<file path="config.mk">
export PLATFORM = sky130hd
export DESIGN_NAME = pipe_hazard_ctrl
export DESIGN_NICKNAME = d
export VERILOG_FILES = /design/src/rtl/pipe_hazard_ctrl.sv
export SDC_FILE = /design/constraint.sdc
export NUM_CORES = 1
export LEC_CHECK = 0
export ABC_AREA = 1
export ABC_CLOCK_PERIOD_IN_PS = 1700
export CORE_MARGIN = 5
export CORE_UTILIZATION = 40
export DETAILED_ROUTE_END_ITERATION = 16
export PLACE_DENSITY = 0.71
export SYNTH_ARGS = -nofsm -noshare
export SYNTH_HDL_FRONTEND = slang
export SYNTH_SLANG_ARGS = --single-unit
</file>
<file path="constraint.sdc">
create_clock -name clk -period 1.7 [get_ports clk]
set_clock_uncertainty 0.1 [all_clocks]
set_input_delay 0.425 -clock clk [delete_from_list [all_inputs] [get_ports clk]]
set_output_delay 0.425 -clock clk [all_outputs]
set_load 0.02 [all_outputs]
</file>
<file path="src/rtl/pipe_hazard_ctrl.sv">
// pipe_hazard_ctrl: freeze/flush sequencer for the 5-stage pipeline; counters enabled by PIPE_CTRL_PERF_EN
module pipe_hazard_ctrl #(
  parameter int BRANCH_PENALTY = 1,
  parameter int MEM_TIMEOUT = 255,
  parameter int CNT_W = 16
) (
  input  logic             clk,
  input  logic             rst,
  input  logic             hazard_in,
  input  logic             branch_taken,
  input  logic             mem_access,
  input  logic             mem_ready,
  output logic             pc_freeze,
  output logic             ifid_freeze,
  output logic             ifid_flush,
  output logic             idex_freeze,
  output logic             idex_flush,
  output logic             exmem_freeze,
  output logic             memwb_flush,
  output logic             mem_timeout,
  output logic [1:0]       state,
  output logic [CNT_W-1:0] stall_cycles,
  output logic [CNT_W-1:0] flush_events
);
  localparam logic [1:0] RUN = 2'd0, MEM_WAIT = 2'd1, BR_FLUSH = 2'd2;
  localparam logic [3:0] BR_LOAD = 4'(BRANCH_PENALTY - 1);
  localparam logic [15:0] TO_LAST = 16'(MEM_TIMEOUT - 1);
  localparam bit BR_MULTI = BRANCH_PENALTY > 1;
  logic [1:0] state_q, state_d;
  logic [3:0] br_cnt_q, br_cnt_d;
  logic [15:0] wait_cnt_q, wait_cnt_d;
  logic mem_timeout_q, mem_timeout_d;
  logic mem_stall, br_go, hz_go;
  always_comb begin
    mem_stall = mem_access & ~mem_ready;
    br_go = branch_taken & ~mem_stall;
    hz_go = hazard_in & ~mem_stall & ~branch_taken & (state_q != BR_FLUSH);
    state_d = state_q;
    br_cnt_d = br_cnt_q;
    case (state_q)
      RUN: begin
        if (mem_stall) state_d = MEM_WAIT;
        else if (br_go && BR_MULTI) begin
          state_d = BR_FLUSH;
          br_cnt_d = BR_LOAD;
        end
      end
      MEM_WAIT: state_d = mem_stall ? MEM_WAIT : RUN;
      BR_FLUSH: begin
        // a memory stall pauses the flush window; a new branch restarts it
        if (br_go) br_cnt_d = BR_LOAD;
        else if (!mem_stall) begin
          br_cnt_d = br_cnt_q - 4'd1;
          if (br_cnt_q <= 4'd1) state_d = RUN;
        end
      end
      default: state_d = RUN;
    endcase
    wait_cnt_d = mem_stall ? ((&wait_cnt_q) ? wait_cnt_q : wait_cnt_q + 16'd1) : 16'd0;
    mem_timeout_d = mem_timeout_q | (mem_stall & (wait_cnt_q == TO_LAST));
    pc_freeze = ~rst & (mem_stall | hz_go);
    ifid_freeze = ~rst & (mem_stall | hz_go);
    ifid_flush = ~rst & ~mem_stall & (branch_taken | (state_q == BR_FLUSH));
    idex_freeze = ~rst & mem_stall;
    idex_flush = ~rst & (br_go | hz_go);
    exmem_freeze = ~rst & mem_stall;
    memwb_flush = ~rst & mem_stall;
  end
  always_ff @(posedge clk or posedge rst) begin
    if (rst) begin
      state_q <= RUN;
      br_cnt_q <= '0;
      wait_cnt_q <= '0;
      mem_timeout_q <= 1'b0;
    end else begin
      state_q <= state_d;
      br_cnt_q <= br_cnt_d;
      wait_cnt_q <= wait_cnt_d;
      mem_timeout_q <= mem_timeout_d;
    end
  end
  assign state = state_q;
  assign mem_timeout = mem_timeout_q;
`ifdef PIPE_CTRL_PERF_EN
  logic [CNT_W-1:0] stall_cycles_q, stall_cycles_d, flush_events_q, flush_events_d;
  always_comb begin
    stall_cycles_d = stall_cycles_q + CNT_W'(mem_stall & ~&stall_cycles_q);
    flush_events_d = flush_events_q + CNT_W'(br_go & ~&flush_events_q);
  end
  always_ff @(posedge clk or posedge rst) begin
    if (rst) begin
      stall_cycles_q <= '0;
      flush_events_q <= '0;
    end else begin
      stall_cycles_q <= stall_cycles_d;
      flush_events_q <= flush_events_d;
    end
  end
  assign stall_cycles = stall_cycles_q;
  assign flush_events = flush_events_q;
`else
  assign stall_cycles = '0;
  assign flush_events = '0;
`endif
endmodule

</file>
==> results of run 1 <==
## power groups by stage
stage	clock network [uW]	logic, uW	registers, uW
after floorplan	0	171	444
after global placement	0	159	443
after detailed placement	0	160	443
after CTS	226	159	434
after global routing	241	174	435
final	210	161	434
## cell usage after synthesis, types with 2 or more instances
cell type  number  area share
buf_6           2       0.016
nor2_4          3       0.023
nor2_1         18       0.047
o21ai_0         3       0.010
ha_1            2       0.017
nand4_1         5       0.022
nand2_1        45        0.12
inv_1          22       0.057
inv_2           2      0.0052
buf_4          36        0.19
nor2_2          2      0.0086
nand3_1        24       0.083
or2_2           5       0.022
nor3_1          2      0.0069
dfrtp_1        18        0.31
nand2_2         9       0.039
## stage by stage
step | utilization | setup TNS (ns) | setup WS (ns) | power (uW) | std cells
after floorplan | - | 0 | 0.00630 | 615 | 235
after detailed placement | 0.458 | -7.24 | -0.725 | 603 | 267
after global routing | 0.465 | 0 | 0.0106 | 850 | 272
after CTS | 0.465 | 0 | 0.0000523 | 819 | 272
final | 0.465 | 0 | 0.0463 | 805 | 272
after global placement | 0.458 | -6.75 | -0.717 | 602 | 267
## registers in the layout, summed over array words and instances (netlist names)
register / flops
mem_timeout: 1
state: 1
wait_cnt_q: 16
## path summary, 6_finish.rpt
kind,from,endpoint,slack (ns),cells past startpoint
setup / recovery,mem_ready,ifid_freeze,0.05,5
min in group clk,mem_timeout,mem_timeout,0.38,2
hold / removal,rst,wait_cnt_q[14],0.36,4
max in group asynchronous,rst,wait_cnt_q[2],0.95,4
setup reg to reg,wait_cnt_q[0],wait_cnt_q[14],0.17,8
hold reg to reg,mem_timeout,mem_timeout,0.38,2
## what timing repair did
item                                    CTS  global route
pin swaps                                 2             3
resized for setup                        49             4
endpoints found under the setup margin    9             4
hold buffers                              0             0
buffers inserted                          2             0
endpoints found under the hold margin     0             0
## cells in the final DEF, fill, tap and decap left out, types with 2 or more instances in the layout
cell | netlist | layout
nand2_2 | 9 | 10
ha_1 | 2 | 2
buf_4 | 36 | 16
dfrtp_1 | 18 | 18
or2_2 | 5 | 5
nor3_1 | 2 | 2
o21ai_0 | 3 | 2
buf_6 | 2 | 2
conb_1 | 1 | 33
nand2_1 | 45 | 44
nor2_4 | 3 | 4
dlygate4sd2_1 | 0 | 5
inv_2 | 2 | 4
nand4_1 | 5 | 5
nor2_1 | 18 | 17
inv_1 | 22 | 19
nand3_1 | 24 | 24
nor2_2 | 2 | 2
clkbuf_4 | 0 | 3
## layout make-up
| class | count | area, sq um |
|---|---|---|
| Timing Repair Buffer | 26 | 206 |
| Fill cell | 372 | 1830 |
| Tap cell | 46 | 57.6 |
| Multi-Input combinational cell | 155 | 758 |
| Sequential cell | 18 | 450 |
| Inverter | 24 | 92.6 |
| Clock buffer | 3 | 22.5 |
## cell families (layout without fill, tap and decap cells)
family | Yosys count | in the layout
fa+ha+maj | 2 | 2
other cells | 1 | 33
compound gates | 5 | 5
buf+inv | 62 | 53
simple gates | 115 | 115
flops | 18 | 18
## tightest hold or removal path, cell delays in order
cell           delay (ns)
dlygate4sd2_1        0.27
buf_4                0.15
inv_1                0.04
buf_4                0.24
## routing by layer
| layer | share of wire | routed length (microns) | track usage |
|---|---|---|---|
| met3 | 0.038 | 107 | 0.0143 |
| met2 | 0.48 | 1350 | 0.185 |
| met4 | 0.021 | 58 | 0.0574 |
| met5 | 0 | 0 | 0 |
| met1 | 0.46 | 1300 | 0.160 |
==> results.py, run 1 <==
metrics = {
    "yosys": {
        "ys_types": 21,
        "synth_simple_gate_area_frac": 0.387,
        "synth_edf_count": 0,
        "async_flop_share": 1.00,
        "ys_warn_count": 0,
        "yosys_most_used_dff": "dfrtp_1",
        "netlist_instances": 203,
        "ys_seq_area_frac": 0.311,
        "syn_avg_cell_area_sq_um": 7.13,
        "synth_area_sq_um": 1450,
        "synthAdderAreaFrac": 0.0173,
        "ys_ff_latch": 18,
        "synth_xor_area_frac": 0,
        "synthMuxAreaShare": 0,
        "synth_top_family_by_area": "simple AND/OR/NAND/NOR gates",
        "synth_compound_area_frac": 0.0173,
    },
    "power_and_ir_drop": {
        "power_frac_comb": 0.200,
        "vdd_drop_max_uv": 303,
        "p_leak_uw": 0.000858,
        "powerDensity_nw_per_um2": 507,
        "switching_share": 0.311,
        "power.share.clock": 0.260,
        "p_sw_uw": 251,
        "p_int_uw": 554,
        "seqPwrFrac": 0.539,
    },
    "clocking": {
        "htreeDepth": 1,
        "clk_latency_ns": 0.29,
        "clkSlewWorstSetupHoldPaths_ns": 0.10,
        "root_buffer": "clkbuf_4",
        "cts.sinks": 18,
        "cts_buffers": 3,
        "cts_tree": "built",
        "clock_path_buffers": 2,
    },
    "grt": {
        "grt_pass1_wl_mm": 4.71,
        "grt_max_degree": 19,
        "grt_pass1_vias": 1015,
        "antenna_found_initial": 0,
        "track_usage": 0.118,
        "grt-ovfl-total": 0,
    },
    "floorplanning": {
        "die_area_sq_um": 4920,
        "die_w_microns": 70.1,
        "fp.coreArea_sq_um": 3420,
        "num_rows": 21,
        "ioPinCount": 48,
        "start_util": 0.423,
        "dieHeight_microns": 70.1,
    },
    "placement": {
        "dp_hpwl_mm": 2.26,
        "portBuffers": 14,
        "gp_congestion": 0.867,
        "place_area_sq_um": 1570,
    },
    "final_layout": {
        "nets": 236,
        "drive_gt1_frac": 0.235,
        "area_growth_pct": 9.77,
        "final_area_sq_um": 1590,
        "antennaDiodeCount": 0,
    },
    "setup_path": {
        "cp.arrival_ns": 1.13,
        "cp_num_buf_inv": 3,
        "cp_max_fo": 5,
        "critPathCaptureType": "output port",
        "slowest_delay_ns": 0.19,
        "path_cells": "clkdlybuf4s15_1, nor2_4, inv_4, a21oi_4, buf_6",
        "required_ns": 1.17,
        "cp_top_family": "buffers and inverters",
        "crit_path_start_kind": "input port",
        "crit_type": "in2out",
        "slowest_stage": "clkdlybuf4s15_1",
    },
    "sta": {
        "hold_viol_final": 0,
        "period_needed_ns": 1.65,
        "final-setup-viol-count": 0,
        "whs_ns": 0.359,
        "slew_viol_final": 0,
        "max_freq_mhz": 605,
        "fin_crit_sh": 0.973,
        "rsz0062_at_grt": "false",
    },
    "drt": {
        "first_pass_iters": 4,
        "vias_per_cell": 4.29,
        "drc": 0,
        "drtIter0Drc": 46,
        "routedWlPerCell_microns": 10.4,
        "drt_wl_total_mm": 2.82,
        "ant_nets": 0,
        "vias": 1167,
    },
    "run": {
        "maxCapViolCount": 0,
    },
    "worst_hold_path": {
        "hold_path_class": "in2async",
    },
    "outcome": {
        "status": "finished, final reports clean",
    },
}
Power figures use the tool's default switching activity.
==> run 2, diff against run 1 <==
--- a/config.mk
+++ b/config.mk
@@ -10,6 +10,7 @@
 export CORE_MARGIN = 5
 export CORE_UTILIZATION = 40
 export DETAILED_ROUTE_END_ITERATION = 16
+export MAX_ROUTING_LAYER = met4
 export PLACE_DENSITY = 0.71
 export SYNTH_ARGS = -nofsm -noshare
 export SYNTH_HDL_FRONTEND = slang
==> run 2 against run 1 <==
Compared with the run above:
- count of clock-buffer cells in the layout is 1 higher
- cell area rose by 1.7%
- clock power increased by 25%
- via count is 0.43% higher
- total power grew 7.1%
- combinational power rose by 3%
- sequential cell count did not move
- hold slack better by 0.016 ns
- global-route usage increased by 0.16 points
- critical path type unchanged
- largest cell class unchanged
- largest power group unchanged
==> results.py, run 2 (synthesis gave the netlist of run 1 again) <==
metrics = {
    "floorplanning": {
        "start_util": 0.423,
        "num_rows": 21,
        "ioPinCount": 48,
        "fp.coreArea_sq_um": 3420,
        "die_area_sq_um": 4920,
        "dieHeight_microns": 70.1,
        "die_w_microns": 70.1,
    },
    "outcome": {
        "status": "finished, final reports clean",
    },
    "setup_path": {
        "path_cells": "clkdlybuf4s15_1, inv_2, nor2_4, inv_4, o21ai_1, nor2_1, buf_4",
        "cp_num_buf_inv": 4,
        "reg2reg_to": "wait_cnt_q[4]",
        "cp_top_family": "buffers and inverters",
        "path_depth": 7,
        "reg2regPathDepth": 8,
        "reg2reg_slack_ns": 0.14,
        "slowest_delay_ns": 0.17,
        "critPathCaptureType": "output port",
        "crit_type": "in2out",
        "slowest_stage": "clkdlybuf4s15_1",
        "crit_path_start_kind": "input port",
        "cp_max_fo": 5,
        "cp.arrival_ns": 1.14,
        "regToRegStartpoint": "wait_cnt_q[0]",
        "required_ns": 1.17,
    },
    "drt": {
        "drt_wl_total_mm": 2.85,
        "vias_per_cell": 4.28,
        "drtIter0Drc": 44,
        "routedWlPerCell_microns": 10.4,
        "drc": 0,
        "ant_nets": 0,
        "first_pass_iters": 4,
        "vias": 1172,
    },
    "clocking": {
        "cts_buffers": 3,
        "cts_tree": "built",
        "htreeDepth": 1,
        "holdBufCountCts": 0,
        "root_buffer": "clkbuf_4",
        "cts.sinks": 18,
        "clock_path_buffers": 2,
        "clkSlewWorstSetupHoldPaths_ns": 0.10,
        "clk_latency_ns": 0.29,
    },
    "placement": {
        "gp_congestion": 0.885,
        "portBuffers": 14,
        "dp_cells": 267,
        "dp_hpwl_mm": 2.23,
        "place_area_sq_um": 1570,
    },
    "sta": {
        "fin_crit_sh": 0.978,
        "hold_viol_final": 0,
        "period_needed_ns": 1.66,
        "tns_ns": 0,
        "slew_viol_final": 0,
        "final-setup-viol-count": 0,
        "max_freq_mhz": 601,
    },
    "final_layout": {
        "instances_no_fill": 274,
        "largest_register": "wait_cnt_q",
        "area_growth_pct": 11.7,
        "nets": 237,
        "n_fill_cell": 365,
        "most-common-layout-cells": "nand2_1, conb_1, nand3_1",
        "drive_gt1_frac": 0.237,
        "regArea_sq_um": 450,
        "largest_reg_flops": 16,
        "multi_input_area_sq_um": 759,
        "final_area_sq_um": 1620,
        "final_common_cell": "nand2_1",
        "antennaDiodeCount": 0,
    },
    "grt": {
        "track_usage": 0.119,
        "grt-ovfl-total": 0,
        "grt_pass1_vias": 1088,
        "grt_max_degree": 19,
        "grt_pass1_wl_mm": 4.81,
        "antenna_found_initial": 0,
    },
    "power_and_ir_drop": {
        "powerDensity_nw_per_um2": 534,
        "power_uw": 863,
        "vdd_drop_max_uv": 342,
        "p_leak_uw": 0.000870,
    },
    "run": {
        "maxCapViolCount": 0,
    },
    "worst_hold_path": {
        "hold_path_class": "in2async",
    },
}
==> run 2: power by group <==
| part | internal (uW) | switching (uW) |
|---|---|---|
| combinational | 43.5 | 122 |
| sequential | 431 | 2.57 |
| clock | 130 | 132 |
| total | 605 | 257 |
==> run 2: worst register-to-register path, delay by kind of cell (launching register included) <==
family	cells	cell delay [ns]
DFF	1	0.43
buffers and inverters	3	0.38
and+or+nand+nor	4	0.37
adders and majority gates	1	0.22
==> run 2: layout make-up <==
| type | count | area share |
|---|---|---|
| Clock buffer | 4 | 0.0225 |
| Multi-Input combinational cell | 155 | 0.470 |
| Timing Repair Buffer | 27 | 0.136 |
| Sequential cell | 18 | 0.279 |
| Tap cell | 46 | 0.0356 |
| Inverter | 24 | 0.0573 |
==> run 2: metal layers <==
layer  wire [microns]  global-route usage  vias up  part of all wire
li1                 -                   -      611                 -
met5                0                   -        -                 0
met3              146              0.0143        4             0.051
met1             1300               0.157      529              0.46
met4               39              0.0298        0             0.014
met2             1370               0.196       28              0.48
==> run 2: repair_timing <==
item,CTS,global route
gates cloned,0,0
pin swaps,2,2
resized for setup,50,2
buffers inserted,2,1
setup endpoints to repair,9,4
==> run 2: worst max path at each step <==
stage / slack (ns) / to / start
finish: 0.04 / idex_flush / mem_access
global route: -0.02 / idex_flush / mem_access
CTS: 0.001 / ifid_freeze / mem_ready
detailed placement: -0.73 / idex_flush / mem_ready
global placement: -0.72 / idex_flush / mem_ready
floorplan: 0.006 / pc_freeze / mem_access
==> run 2: per-stage QoR <==
stage	worst slack, ns	util	hold WS, ns
after CTS	0.00116	0.469	0.359
after detailed placement	-0.729	0.458	0.363
after floorplan	0.00630	-	0.264
after global routing	-0.0204	0.473	0.422
after global placement	-0.718	0.458	0.352
final	0.0372	0.473	0.375
